`src/rtl/seg_scan_decoder.sv`:
```
// rtl/seg_scan_decoder.sv - recovers digit codes from a scanned 3-digit active-low 7-segment bus
module seg_scan_decoder #(
    parameter int SETTLE_CYCLES  = 16,
    parameter int TIMEOUT_CYCLES = 1048576
) (
    input  logic       clk,
    input  logic       reset,
    input  logic [2:0] an_in,
    input  logic [7:0] sseg_in,
    output logic [4:0] hex2,
    output logic [4:0] hex1,
    output logic [4:0] hex0,
    output logic [2:0] dp_out,
    output logic [2:0] en_out,
    output logic       digit_valid,
    output logic [1:0] digit_idx,
    output logic       frame_valid,
    output logic       err,
    output logic       stale
);
    localparam int SW = $clog2(SETTLE_CYCLES + 1);
    localparam int TW = $clog2(TIMEOUT_CYCLES + 1);
    localparam logic [10:0] IDLE_TUPLE = 11'h7FF;

    typedef enum logic [1:0] {IDLE, SETTLE, HELD} state_t;

    state_t        state;
    logic [10:0]   sync1, sync2, t_prev;
    logic [SW-1:0] cnt, cnt_nxt;
    logic [TW-1:0] tcnt;
    logic [2:0]    seen, seen_base, seen_nxt;
    logic          same, blank, evaluate, strobe_ok, known, timeout_hit;
    logic [1:0]    idx;
    logic [4:0]    code;
    logic [2:0]    t_an;
    logic [7:0]    t_sseg;

    function automatic logic [4:0] seg_decode(input logic [6:0] p);
        case (p)
            7'h01: seg_decode = 5'h00;
            7'h4F: seg_decode = 5'h01;
            7'h12: seg_decode = 5'h02;
            7'h06: seg_decode = 5'h03;
            7'h4C: seg_decode = 5'h04;
            7'h24: seg_decode = 5'h05;
            7'h20: seg_decode = 5'h06;
            7'h0F: seg_decode = 5'h07;
            7'h00: seg_decode = 5'h08;
            7'h04: seg_decode = 5'h09;
            7'h08: seg_decode = 5'h0A;
            7'h60: seg_decode = 5'h0B;
            7'h31: seg_decode = 5'h0C;
            7'h42: seg_decode = 5'h0D;
            7'h30: seg_decode = 5'h0E;
            7'h38: seg_decode = 5'h0F;
            7'h41: seg_decode = 5'h10;
            7'h7C: seg_decode = 5'h11;
            7'h7F: seg_decode = 5'h12;
            7'h09: seg_decode = 5'h13;
            default: seg_decode = 5'h1F;
        endcase
    endfunction

    always_comb begin
        t_an      = sync2[10:8];
        t_sseg    = sync2[7:0];
        same      = (sync2 == t_prev);
        blank     = (t_an == 3'b111);
        if (!same)
            cnt_nxt = '0;
        else if (cnt == SW'(SETTLE_CYCLES))
            cnt_nxt = cnt;
        else
            cnt_nxt = cnt + 1'b1;
        evaluate  = (state == SETTLE) && same && (cnt_nxt == SW'(SETTLE_CYCLES - 1));
        strobe_ok = 1'b1;
        idx       = 2'd0;
        case (t_an)
            3'b110:  idx = 2'd0;
            3'b101:  idx = 2'd1;
            3'b011:  idx = 2'd2;
            default: strobe_ok = 1'b0;
        endcase
        code        = seg_decode(t_sseg[6:0]);
        known       = (code != 5'h1F);
        timeout_hit = (tcnt == TW'(TIMEOUT_CYCLES - 1));
        // A capture landing on the timeout edge must see the mask the timeout would have cleared.
        seen_base   = timeout_hit ? 3'b000 : seen;
        seen_nxt    = seen_base | (3'b001 << idx);
    end

    always_ff @(posedge clk) begin
        if (reset) begin
            state       <= IDLE;
            sync1       <= IDLE_TUPLE;
            sync2       <= IDLE_TUPLE;
            t_prev      <= IDLE_TUPLE;
            cnt         <= '0;
            tcnt        <= '0;
            seen        <= 3'b000;
            hex0        <= 5'h12;
            hex1        <= 5'h12;
            hex2        <= 5'h12;
            dp_out      <= 3'b000;
            en_out      <= 3'b000;
            digit_valid <= 1'b0;
            digit_idx   <= 2'd0;
            frame_valid <= 1'b0;
            err         <= 1'b0;
            stale       <= 1'b0;
        end else begin
            sync1       <= {an_in, sseg_in};
            sync2       <= sync1;
            t_prev      <= sync2;
            cnt         <= cnt_nxt;
            digit_valid <= 1'b0;
            frame_valid <= 1'b0;
            err         <= 1'b0;

            if (tcnt != TW'(TIMEOUT_CYCLES))
                tcnt <= tcnt + 1'b1;
            if (timeout_hit) begin
                stale <= 1'b1;
                seen  <= 3'b000;
            end

            case (state)
                IDLE: if (!blank) state <= SETTLE;
                SETTLE: begin
                    if (!same)
                        state <= blank ? IDLE : SETTLE;
                    else if (evaluate)
                        state <= HELD;
                end
                HELD: if (!same) state <= blank ? IDLE : SETTLE;
                default: state <= IDLE;
            endcase

            if (evaluate) begin
                tcnt <= '0;
                if (strobe_ok) begin
                    case (idx)
                        2'd0:    hex0 <= code;
                        2'd1:    hex1 <= code;
                        default: hex2 <= code;
                    endcase
                    dp_out[idx] <= ~t_sseg[7];
                    en_out[idx] <= (t_sseg[6:0] != 7'h7F);
                    digit_idx   <= idx;
                    digit_valid <= 1'b1;
                    err         <= !known;
                    stale       <= 1'b0;
                    if (seen_nxt == 3'b111) begin
                        frame_valid <= 1'b1;
                        seen        <= 3'b000;
                    end else begin
                        seen <= seen_nxt;
                    end
                end else begin
                    err   <= 1'b1;
                    stale <= stale;
                    seen  <= seen;
                end
            end
        end
    end
endmodule

```
`config.mk`:
```
export PLATFORM = sky130hd
export DESIGN_NAME = seg_scan_decoder
export DESIGN_NICKNAME = d
export VERILOG_FILES = /design/src/rtl/seg_scan_decoder.sv
export SDC_FILE = /design/constraint.sdc
export NUM_CORES = 1
export LEC_CHECK = 0
export ABC_AREA = 1
export CAP_MARGIN = 10
export CORE_MARGIN = 5
export CORE_UTILIZATION = 50
export CTS_CLUSTER_SIZE = 20
export DETAILED_ROUTE_END_ITERATION = 12
export GPL_ROUTABILITY_DRIVEN = 0
export GPL_TIMING_DRIVEN = 0
export PLACE_DENSITY = 0.71
export SLEW_MARGIN = 0
export SYNTH_ARGS = -nofsm -noshare
export SYNTH_HDL_FRONTEND = slang
export SYNTH_SLANG_ARGS = --single-unit
```
`constraint.sdc`:
```
create_clock -name clk -period 4.14 [get_ports clk]
set_input_delay 1.035 -clock clk [delete_from_list [all_inputs] [get_ports clk]]
set_output_delay 1.035 -clock clk [all_outputs]
set_load 0.01 [all_outputs]
```
After elaboration in Yosys (flattened, before gate mapping)
Index checks and enable logic that the tools add are counted.
{"block": "classes", "n_addsub": 2, "n_lt_le_gt_ge": 2, "n_eq_ne": 38, "n_shift": 1, "mux": 25, "bitwise": 5, "reduce_logical": 19}
{"op": "5-bit one-hot mux with 20 select lines", "count": 1}
{"op": "7-bit == test, second input constant", "count": 7}
{"op": "7-bit by 6-bit == test with 1-bit output, second input constant", "count": 5}
{"op": "21-bit by 1-bit adder with 21-bit output, second input constant", "count": 1}
{"op": "21-bit by 20-bit == test with 1-bit output, second input constant", "count": 1}
{"op": "7-bit by 4-bit == test with 1-bit output, second input constant", "count": 3}
{"op": "21-bit != test, second input constant", "count": 1}
{"op": "7-bit by 3-bit == test with 1-bit output, second input constant", "count": 2}
{"op": "3-bit == test, second input constant", "count": 4}
{"op": "3-bit two-way mux", "count": 4}
{"op": "3-bit AND reduction", "count": 4}
{"op": "11-bit == test", "count": 1}
{"op": "5-bit two-way mux", "count": 2}
{"op": "1-bit two-way mux", "count": 9}
{"op": "2-bit two-way mux", "count": 4}
{"op": "7-bit by 1-bit == test with 1-bit output, second input constant", "count": 1}
{"op": "7-bit by 5-bit == test with 1-bit output, second input constant", "count": 1}
{"op": "7-bit zero test", "count": 1}
{"op": "7-bit != test, second input constant", "count": 1}
{"op": "3-bit bitwise mux", "count": 2}
{"op": "2-bit one-hot mux with 3 select lines", "count": 1}
{"op": "2-bit OR reduction", "count": 3}
{"op": "3-bit OR reduction", "count": 2}
{"op": "5-bit by 1-bit adder with 5-bit output, second input constant", "count": 1}
{"op": "other kinds (21)", "count": 30}
{"block": "word_totals", "reg_bits": 91, "inputBits": 13, "output_inout_bits": 27, "elab_cells": 109}

Logic depth before layout (Yosys ltp)
{"block": "depth", "word_depth": 8, "depth_mapped": 14, "mapped_depth_nobuf": 14}

Worst setup path after synthesis
No wires, ideal clock.
{"block": "synth_path", "kind": "in2reg", "startpoint": "in reset", "endpoint": "reg dp_out[1]", "setup_ns": 0.065, "arrival_ns": 1.767, "required_time_ns": 4.075, "path_slack_ns": 2.308, "cell_stages": 5, "n_path_buf": 2, "cell_sequence": "inv_1 > buf_2 > clkbuf_1 > o21ai_0 > nor2_1"}
{"element": "start: declaration", "line_no": "7", "rtl": "input logic reset,"}
{"element": "end signal: indexed assignment", "line_no": "147", "rtl": "dp_out[idx] <= ~t_sseg[7];"}
{"element": "end: declaration", "line_no": "13", "rtl": "output logic [2:0] dp_out,"}

==> results_dict.tcl <==
set metrics [dict create \
    antenna_found_initial 0 \
    clock_path_buffers 2 \
    final.setup.tns_ns 0 \
    holdPathEnd "sync2[1]" \
    post_cts_resized 0 \
    fmax_mhz 421.2 \
    peakVddDrop_uv 189.1 \
    ant_nets 0 \
    hold_buffers 0 \
    synth_nets 578 \
    finalWirelength_um 8544 \
    holdPathStages 1 \
    post_cts_buffers 0 \
    grt_pass1_vias 3211 \
    grt_use_total 0.1748 \
    critPathKind "in -> reg" \
    crit_fanout 10 \
    start_util 0.5032 \
    powerDensity_nw_per_um2 356.5 \
    final.setup_skew_ns 0.009157 \
    syn_avg_cell_area_um2 7.260 \
    crit_path_start_kind "input pin" \
    rsz0062_at_grt "false" \
    grt_pass1_wl_um 14460 \
    maxCapViolations 0 \
    die_h_um 100.3 \
    critPathRequiredTime_ns 4.43 \
    place_hpwl_um 6521 \
    slew_viol_final 0 \
    area_delta_synth_final_pct 18.28 \
    reg2reg_to "tcnt[16]" \
    nNetsFinal 628 \
    worstPathArrival_ns 2.66 \
    seq_area_frac_synth 0.4473 \
    grt.overflow.total 0 \
    period_needed_ns 2.374 \
    setup_viol 0 \
    n_fill_cell 805 \
    yosysWarnings 0 \
    min_from "sync1[1]" \
    first_pass_iters 5 \
    clock-root-buffer "clkbuf_8" \
    ioPinCount 40 \
    routed_via_density 4.990 \
    clock_latency_ns 0.35 \
    cts_max_level 3 \
    end_kind "flop" \
    timing.final.hold_violations 0 \
    whs_ns 0.4123 \
    hold_path_class "reg -> reg" \
    power.leakage_nw 2.070 \
    core_area_um2 8093 \
    timing.rr.start "tcnt[1]" \
    die_width_um 100.3 \
    rows 33 \
    r2r_cells 9 \
    status "finished clean" \
    wire_per_inst_um 11.85 \
    rrSetupSlack_ns 2.08 \
    portBuffers 39 \
    worst_pin_slew_ns 0.5711 \
    finalCritPeriodShare 0.5734 \
    dieArea_um2 10050 \
    drtIter0Drc 234 \
    p_total_mw 1.717 \
    n_antenna_cell 0 \
    drc 0 \
    cts_buffers 9 \
    drive_gt1_frac 0.09091 \
    synth-seq-cells 91 \
    relSlewSlack 0.6163 \
    synth.distinct_cells 35 \
    clkTransAtPathRegs_ns 0.09 \
    cts_tree "done" \
    cts.sink_count 91 \
    netlist_instances 561 \
    num_vias 3598 \
    synth_area_um2 4073 \
    grt_max_degree 17 \
]
critical path, cell delays in order:
cell             delay (ns)
clkdlybuf4s50_1        0.53
inv_1                  0.18
buf_2                  0.27
clkbuf_1               0.37
o21ai_0                0.17
nor2_1                 0.10
registers in the layout, indices dropped and copies added, names as in the netlist, 2 cells and up:
| name | count |
|---|---|
| cnt | 5 |
| tcnt | 21 |
| en_out | 3 |
| sync1 | 11 |
| state | 2 |
| hex0 | 5 |
| sync2 | 11 |
| seen | 3 |
| dp_out | 3 |
| digit_idx | 2 |
| hex2 | 5 |
| t_prev | 11 |
| hex1 | 5 |
synth_stat cells:
| library cell | n | area, um^2 |
|---|---|---|
| a211oi_1 | 1 | 7.510 |
| a21boi_0 | 1 | 7.510 |
| a21oi_1 | 18 | 90.09 |
| a31oi_1 | 2 | 12.51 |
| buf_2 | 1 | 5.000 |
| buf_6 | 1 | 11.26 |
| buf_8 | 1 | 15.01 |
| clkbuf_1 | 6 | 22.52 |
| dfxtp_1 | 91 | 1822 |
| ha_1 | 4 | 50.05 |
| inv_1 | 67 | 251.5 |
| inv_2 | 2 | 7.510 |
| inv_4 | 1 | 6.260 |
| nand2_1 | 122 | 457.9 |
| nand2_2 | 1 | 6.260 |
| nand2_4 | 1 | 11.26 |
| nand2_8 | 1 | 20.02 |
| nand3_1 | 48 | 240.2 |
| nand3_2 | 1 | 10.01 |
| nand3b_1 | 2 | 15.01 |
| nand4_1 | 6 | 37.54 |
| nand4_2 | 1 | 12.51 |
| nor2_1 | 85 | 319.1 |
| nor2_4 | 6 | 67.56 |
| nor3_1 | 14 | 70.07 |
| nor3_2 | 1 | 10.01 |
| nor3b_1 | 4 | 30.03 |
| nor4_1 | 3 | 18.77 |
| o211ai_1 | 5 | 37.54 |
| o21ai_0 | 26 | 130.1 |
| o21ai_1 | 1 | 5.000 |
| o21bai_1 | 1 | 7.510 |
| or2_2 | 23 | 143.9 |
| xnor2_1 | 8 | 70.07 |
| xor2_1 | 5 | 43.79 |
per-stage QoR:
step | cells | util | cell area (um^2) | worst slack [ns]
final | 721 | 0.5952 | 4817 | 1.766
after global routing | 721 | 0.5952 | 4817 | 1.632
after CTS | 721 | 0.5952 | 4817 | 1.767
after detailed placement | 705 | 0.5677 | 4594 | 1.410
after global placement | 705 | 0.5677 | 4594 | 1.458
after floorplan | 561 | - | 4073 | 2.308
how the worst max path moves through the flow:
stage                     start   endpoint  slack, ns  cells after the start
final                     reset  dp_out[2]       1.77                      6
after global routing      reset  dp_out[1]       1.63                      6
after CTS                 reset  dp_out[2]       1.77                      6
after detailed placement  reset  dp_out[2]       1.41                      6
after global placement    reset  dp_out[2]       1.46                      6
after floorplan           reset  dp_out[1]       2.31                      5
logic make-up after synthesis:
group / after synthesis / share of synthesized area
AND/OR/NAND/NOR: 319 / 0.3610
flip-flops: 91 / 0.4473
buffers and inverters: 79 / 0.07834
AO/OA/AOI/OAI: 55 / 0.07312
XOR/XNOR: 13 / 0.02796
adder cells (fa/ha/maj): 4 / 0.01229
power breakdown:
group          leakage, nW  total, mW  internal [mW]  switching, mW
registers            0.741      0.911          0.896         0.0149
clock network        0.112      0.670          0.348          0.322
logic                 1.22      0.136         0.0514         0.0848
total                 2.07       1.72           1.30          0.422
area by class of cell:
| type | count | area (um^2) | area share |
|---|---|---|---|
| Tap cell | 105 | 131.4 | 0.02727 |
| Clock buffer | 10 | 127.6 | 0.02649 |
| Inverter | 70 | 265.3 | 0.05506 |
| Sequential cell | 91 | 1822 | 0.3782 |
| Timing Repair Buffer | 39 | 390.4 | 0.08104 |
| Multi-Input combinational cell | 391 | 1932 | 0.4010 |
| Buffer | 9 | 53.80 | 0.01117 |
| Clock inverter | 6 | 95.09 | 0.01974 |
layer usage:
metal / global-route usage / routed length, um / up-vias
met5: 0 / 0 / -
met4: 0.05492 / 117 / 0
met3: 0.04031 / 532 / 11
met2: 0.2630 / 3602 / 115
met1: 0.2486 / 4292 / 1589
li1: - / - / 1883
cells in the final DEF (no fill, tap or decap), types with 2 or more instances in the layout:
cell             count
clkbuf_8             9
nand3b_1             2
nor2_1              85
nor2_4               6
inv_6                3
dfxtp_1             91
inv_2                2
nor3_1              14
ha_1                 4
nand2_1            122
o21ai_0             26
xnor2_1              8
a31oi_1              2
nand4_1              6
o211ai_1             5
clkbuf_1             7
nor3b_1              4
nor4_1               3
inv_1               67
bufinv_16            2
nand3_1             48
xor2_1               5
clkdlybuf4s50_1     39
a21oi_1             18
or2_2               23
No activity file was read; power rests on OpenSTA's default activity.
==> variant 1: new RTL, same settings <==
Register the inputs `an_in` and `sseg_in` before use, with the module's reset. The logic sees them one clock later.
--- a/src/rtl/seg_scan_decoder.sv
+++ b/src/rtl/seg_scan_decoder.sv
@@ -23,6 +23,19 @@
     localparam logic [10:0] IDLE_TUPLE = 11'h7FF;
 
     typedef enum logic [1:0] {IDLE, SETTLE, HELD} state_t;
+
+    logic [2:0] an_q;
+    logic [7:0] sseg_q;
+
+    always_ff @(posedge clk) begin
+        if (reset) begin
+            an_q   <= '0;
+            sseg_q <= '0;
+        end else begin
+            an_q   <= an_in;
+            sseg_q <= sseg_in;
+        end
+    end
 
     state_t        state;
     logic [10:0]   sync1, sync2, t_prev;
@@ -109,7 +122,7 @@
             err         <= 1'b0;
             stale       <= 1'b0;
         end else begin
-            sync1       <= {an_in, sseg_in};
+            sync1       <= {an_q, sseg_q};
             sync2       <= sync1;
             t_prev      <= sync2;
             cnt         <= cnt_nxt;
Behaviour: no difference found for any inputs over 10 cycles, from zero or initial values and one cycle with reset high; that may be too few to reach the edited logic, so the function may still have changed.
==> variant 1 against the original RTL <==
  * Setup slack better by 0.057 ns
  * Area after synthesis is 7.8% higher
  * Sequential cell count is 11 higher
  * Power is 4.4% higher
  * Largest cell class is now registers
  * Design area is 6.3% higher
  * Synthesized cell count is 7.5% higher
  * Sequential share of layout area is 2.1 points higher
  * Sequential power is 12% higher
  * Routed wire length is 5.7% higher
==> variant 1: results (changes against the original RTL) <==
status=completed; Leakage=0.002246 uW (+8.5%); largest net degree at the start of global routing=19 (+2); post-synthesis compound-gate area fraction=0.07350 (+0.0003860); CP max stage delay=0.55 ns (+0.02 ns); sequential area share after synthesis=0.4650 (+0.01765); fraction of area in multi-input gates=0.3813 (-0.01971); first-pass GRT wire length=15620 um (+8.0%); Data arrival, critical path=1.28 ns (-1.38 ns); Synth Area in XOR/XNOR=0.03191 (+0.003952); Hold Path Origin=sync1[5]$_SDFF_PP1_; worst vdd ir=228.2 uV (+21%); bufs w/o clock=50 (+4.2%); routed via count=3786 (+5.2%); Synth Register Bits=102 (+12%); DR iter-0 viols=181 (-23%); Placed Cells=750 (+6.4%); Fillers=810 (+0.62%); FF-to-FF setup slack=2.01 ns (-0.07 ns); CP max FO=2 (-8); clock skew=0.01947 ns (+0.01031 ns); Final clock-cell share=0.03935 (-0.006879); Hold EP=sync2[5]$_SDFF_PP1_; clk slew on worst S/H paths=0.11 ns (+0.02 ns); top post-synthesis cells by area=dfxtp_1, nand2_1, inv_1, nor2_1, nand3_1; final wirelength=9029 um (+5.7%); vias in the first global route=3546 (+10%); FF-to-FF End=dp_out[0]$_SDFFE_PP0P_; Multi-input comb cells=398 (+1.8%); Layout clock buffers=9 (-1); nonclk inv count=92 (+31%); Synth Instances=603 (+7.5%); num rows=34 (+3.0%)
variant 1: power by group:
part	switching (uW)	internal [uW]	leakage (uW)	total (uW)
sequential	15.2	1010	0.000834	1020
combinational	76.2	49.1	0.00131	125
clock	358	287	0.000101	645
variant 1: how the worst max path moves through the flow:
stage,startpoint,endpoint,slack (ns)
2_1_floorplan,cnt[0]$_SDFF_PP0_,tcnt[8]$_SDFFE_PP0P_,2.32
4_1_cts,en_out[2]$_SDFFE_PP0P_,en_out[2],1.81
3_5_place_dp,reset,dp_out[0]$_SDFFE_PP0P_,1.49
3_3_place_gp,reset,dp_out[0]$_SDFFE_PP0P_,1.52
5_1_grt,cnt[0]$_SDFF_PP0_,digit_idx[1]$_SDFFE_PP0P_,1.70
6_report,en_out[2]$_SDFFE_PP0P_,en_out[2],1.82
variant 1: routing by layer:
layer,GRT usage,share of wire
met2,0.3005,0.49
met5,0,0
met1,0.2023,0.45
met3,0.04229,0.051
met4,0.06383,0.012
==> variant 2: new RTL, same flow settings <==
Made on the original files. Change the parameter `TIMEOUT_CYCLES` from 1048576 to 262144.
--- a/src/rtl/seg_scan_decoder.sv
+++ b/src/rtl/seg_scan_decoder.sv
@@ -1,7 +1,7 @@
 // rtl/seg_scan_decoder.sv - recovers digit codes from a scanned 3-digit active-low 7-segment bus
 module seg_scan_decoder #(
     parameter int SETTLE_CYCLES  = 16,
-    parameter int TIMEOUT_CYCLES = 1048576
+    parameter int TIMEOUT_CYCLES = 262144
 ) (
     input  logic       clk,
     input  logic       reset,
Formal check against the unedited RTL: no difference found for any inputs over 10 cycles, from zero or initial values and one cycle with reset high; that may be too few to reach the edited logic, so the function may still have changed.
==> variant 2 against the original RTL <==
  * Power down 6.7%
  * Sequential cell count down 2
  * Design area down 1.6%
  * First-iteration DRC count down 37%
  * Routed wire length down 1.0%
  * Setup slack better by 0.069 ns
  * Final cell count down 6.5%
  * Area after synthesis down 0.89%
  * Highest routed layer unchanged
==> variant 2: results (changes against the original RTL) <==
Hold Path Origin=sync1[8]$_SDFF_PP1_; routed length on met3=438 um (-18%); vias in the first global route=3311 (+3.1%); Hold WS=0.4136 ns (+0.001291 ns); Hold EP=sync2[8]$_SDFF_PP1_; syn avg cell area=7.807 um2 (+7.5%); CP Class=flip-flop to primary output; max FFs per register=19 (-9.5%); layout cells sized above 1=0.1434 (+0.05245); Worst Max-Slew Pin Slew=0.6093 ns (+0.03817 ns); Netlist cell types=44 (+26%); first-pass GRT wire length=14820 um (+2.5%); met2 wire length=3907 um (+8.5%); final cell count without fillers=674 (-6.5%); met1 Use GR=0.2380 (-0.01058); Metal-1 WL=3945 um (-8.1%); CP max FO=2 (-8); Post-synth top cells=nand2_1, dfxtp_1, nor2_1, inv_1, nand3_1; Worst R2R Start=cnt[0]$_SDFF_PP0_; Final Net Count=584 (-7.0%); Post-CTS Resized=0 (unchanged); cell area after placement=4554 um2 (-0.87%); register name with the most flops=tcnt; Fillers=711 (-12%); worst reg2reg path depth=12 (+3); top post-synthesis cells by area=dfxtp_1, nand2_1, nor2_1, inv_1, or2_2; Placed Cells=658 (-6.7%); Comb power=143 uW (+5%); Leakage=0.001977 uW (-4.5%); routed len/inst=12.54 um (+5.9%); clock skew=0.006993 ns (-0.002164 ns); post-synth net total=534 (-7.6%); Data arrival, critical path=1.27 ns (-1.39 ns); clk pwr=564 uW (-16%); met3 Usage GRT=0.03336 (-0.006949); status=completed; DR iter-0 viols=147 (-37%); DP Wirelength=6269 um (-3.9%); sequential area share after synthesis=0.4414 (-0.005898)
## variant 2: kinds of logic after synthesis
family / count (synthesis) / share of synthesized area
simple gates: 281 / 0.3571
flops: 89 / 0.4414
buf+inv: 67 / 0.06912
compound gates: 55 / 0.07440
xor+xnor: 21 / 0.04557
fa+ha+maj: 4 / 0.01240
## variant 2: final cells by class
type / count / share of cell area
clock inverter: 6 / 0.01055
sequential: 89 / 0.3757
inverter: 57 / 0.04723
clock buffer: 10 / 0.02902
tap: 102 / 0.02691
multi-input combinational: 361 / 0.4166
buffer: 10 / 0.01161
timing repair buffer: 39 / 0.08232
## variant 2: per-stage QoR
step / util / total power [uW] / setup WS [ns]
final: 0.6074 / 1602 / 1.835
after detailed placement: 0.5833 / 1057 / 1.559
after global placement: 0.5833 / 1052 / 1.560
after global routing: 0.6074 / 1680 / 1.784
after floorplan: - / 1018 / 2.355
after CTS: 0.6074 / 1614 / 1.823
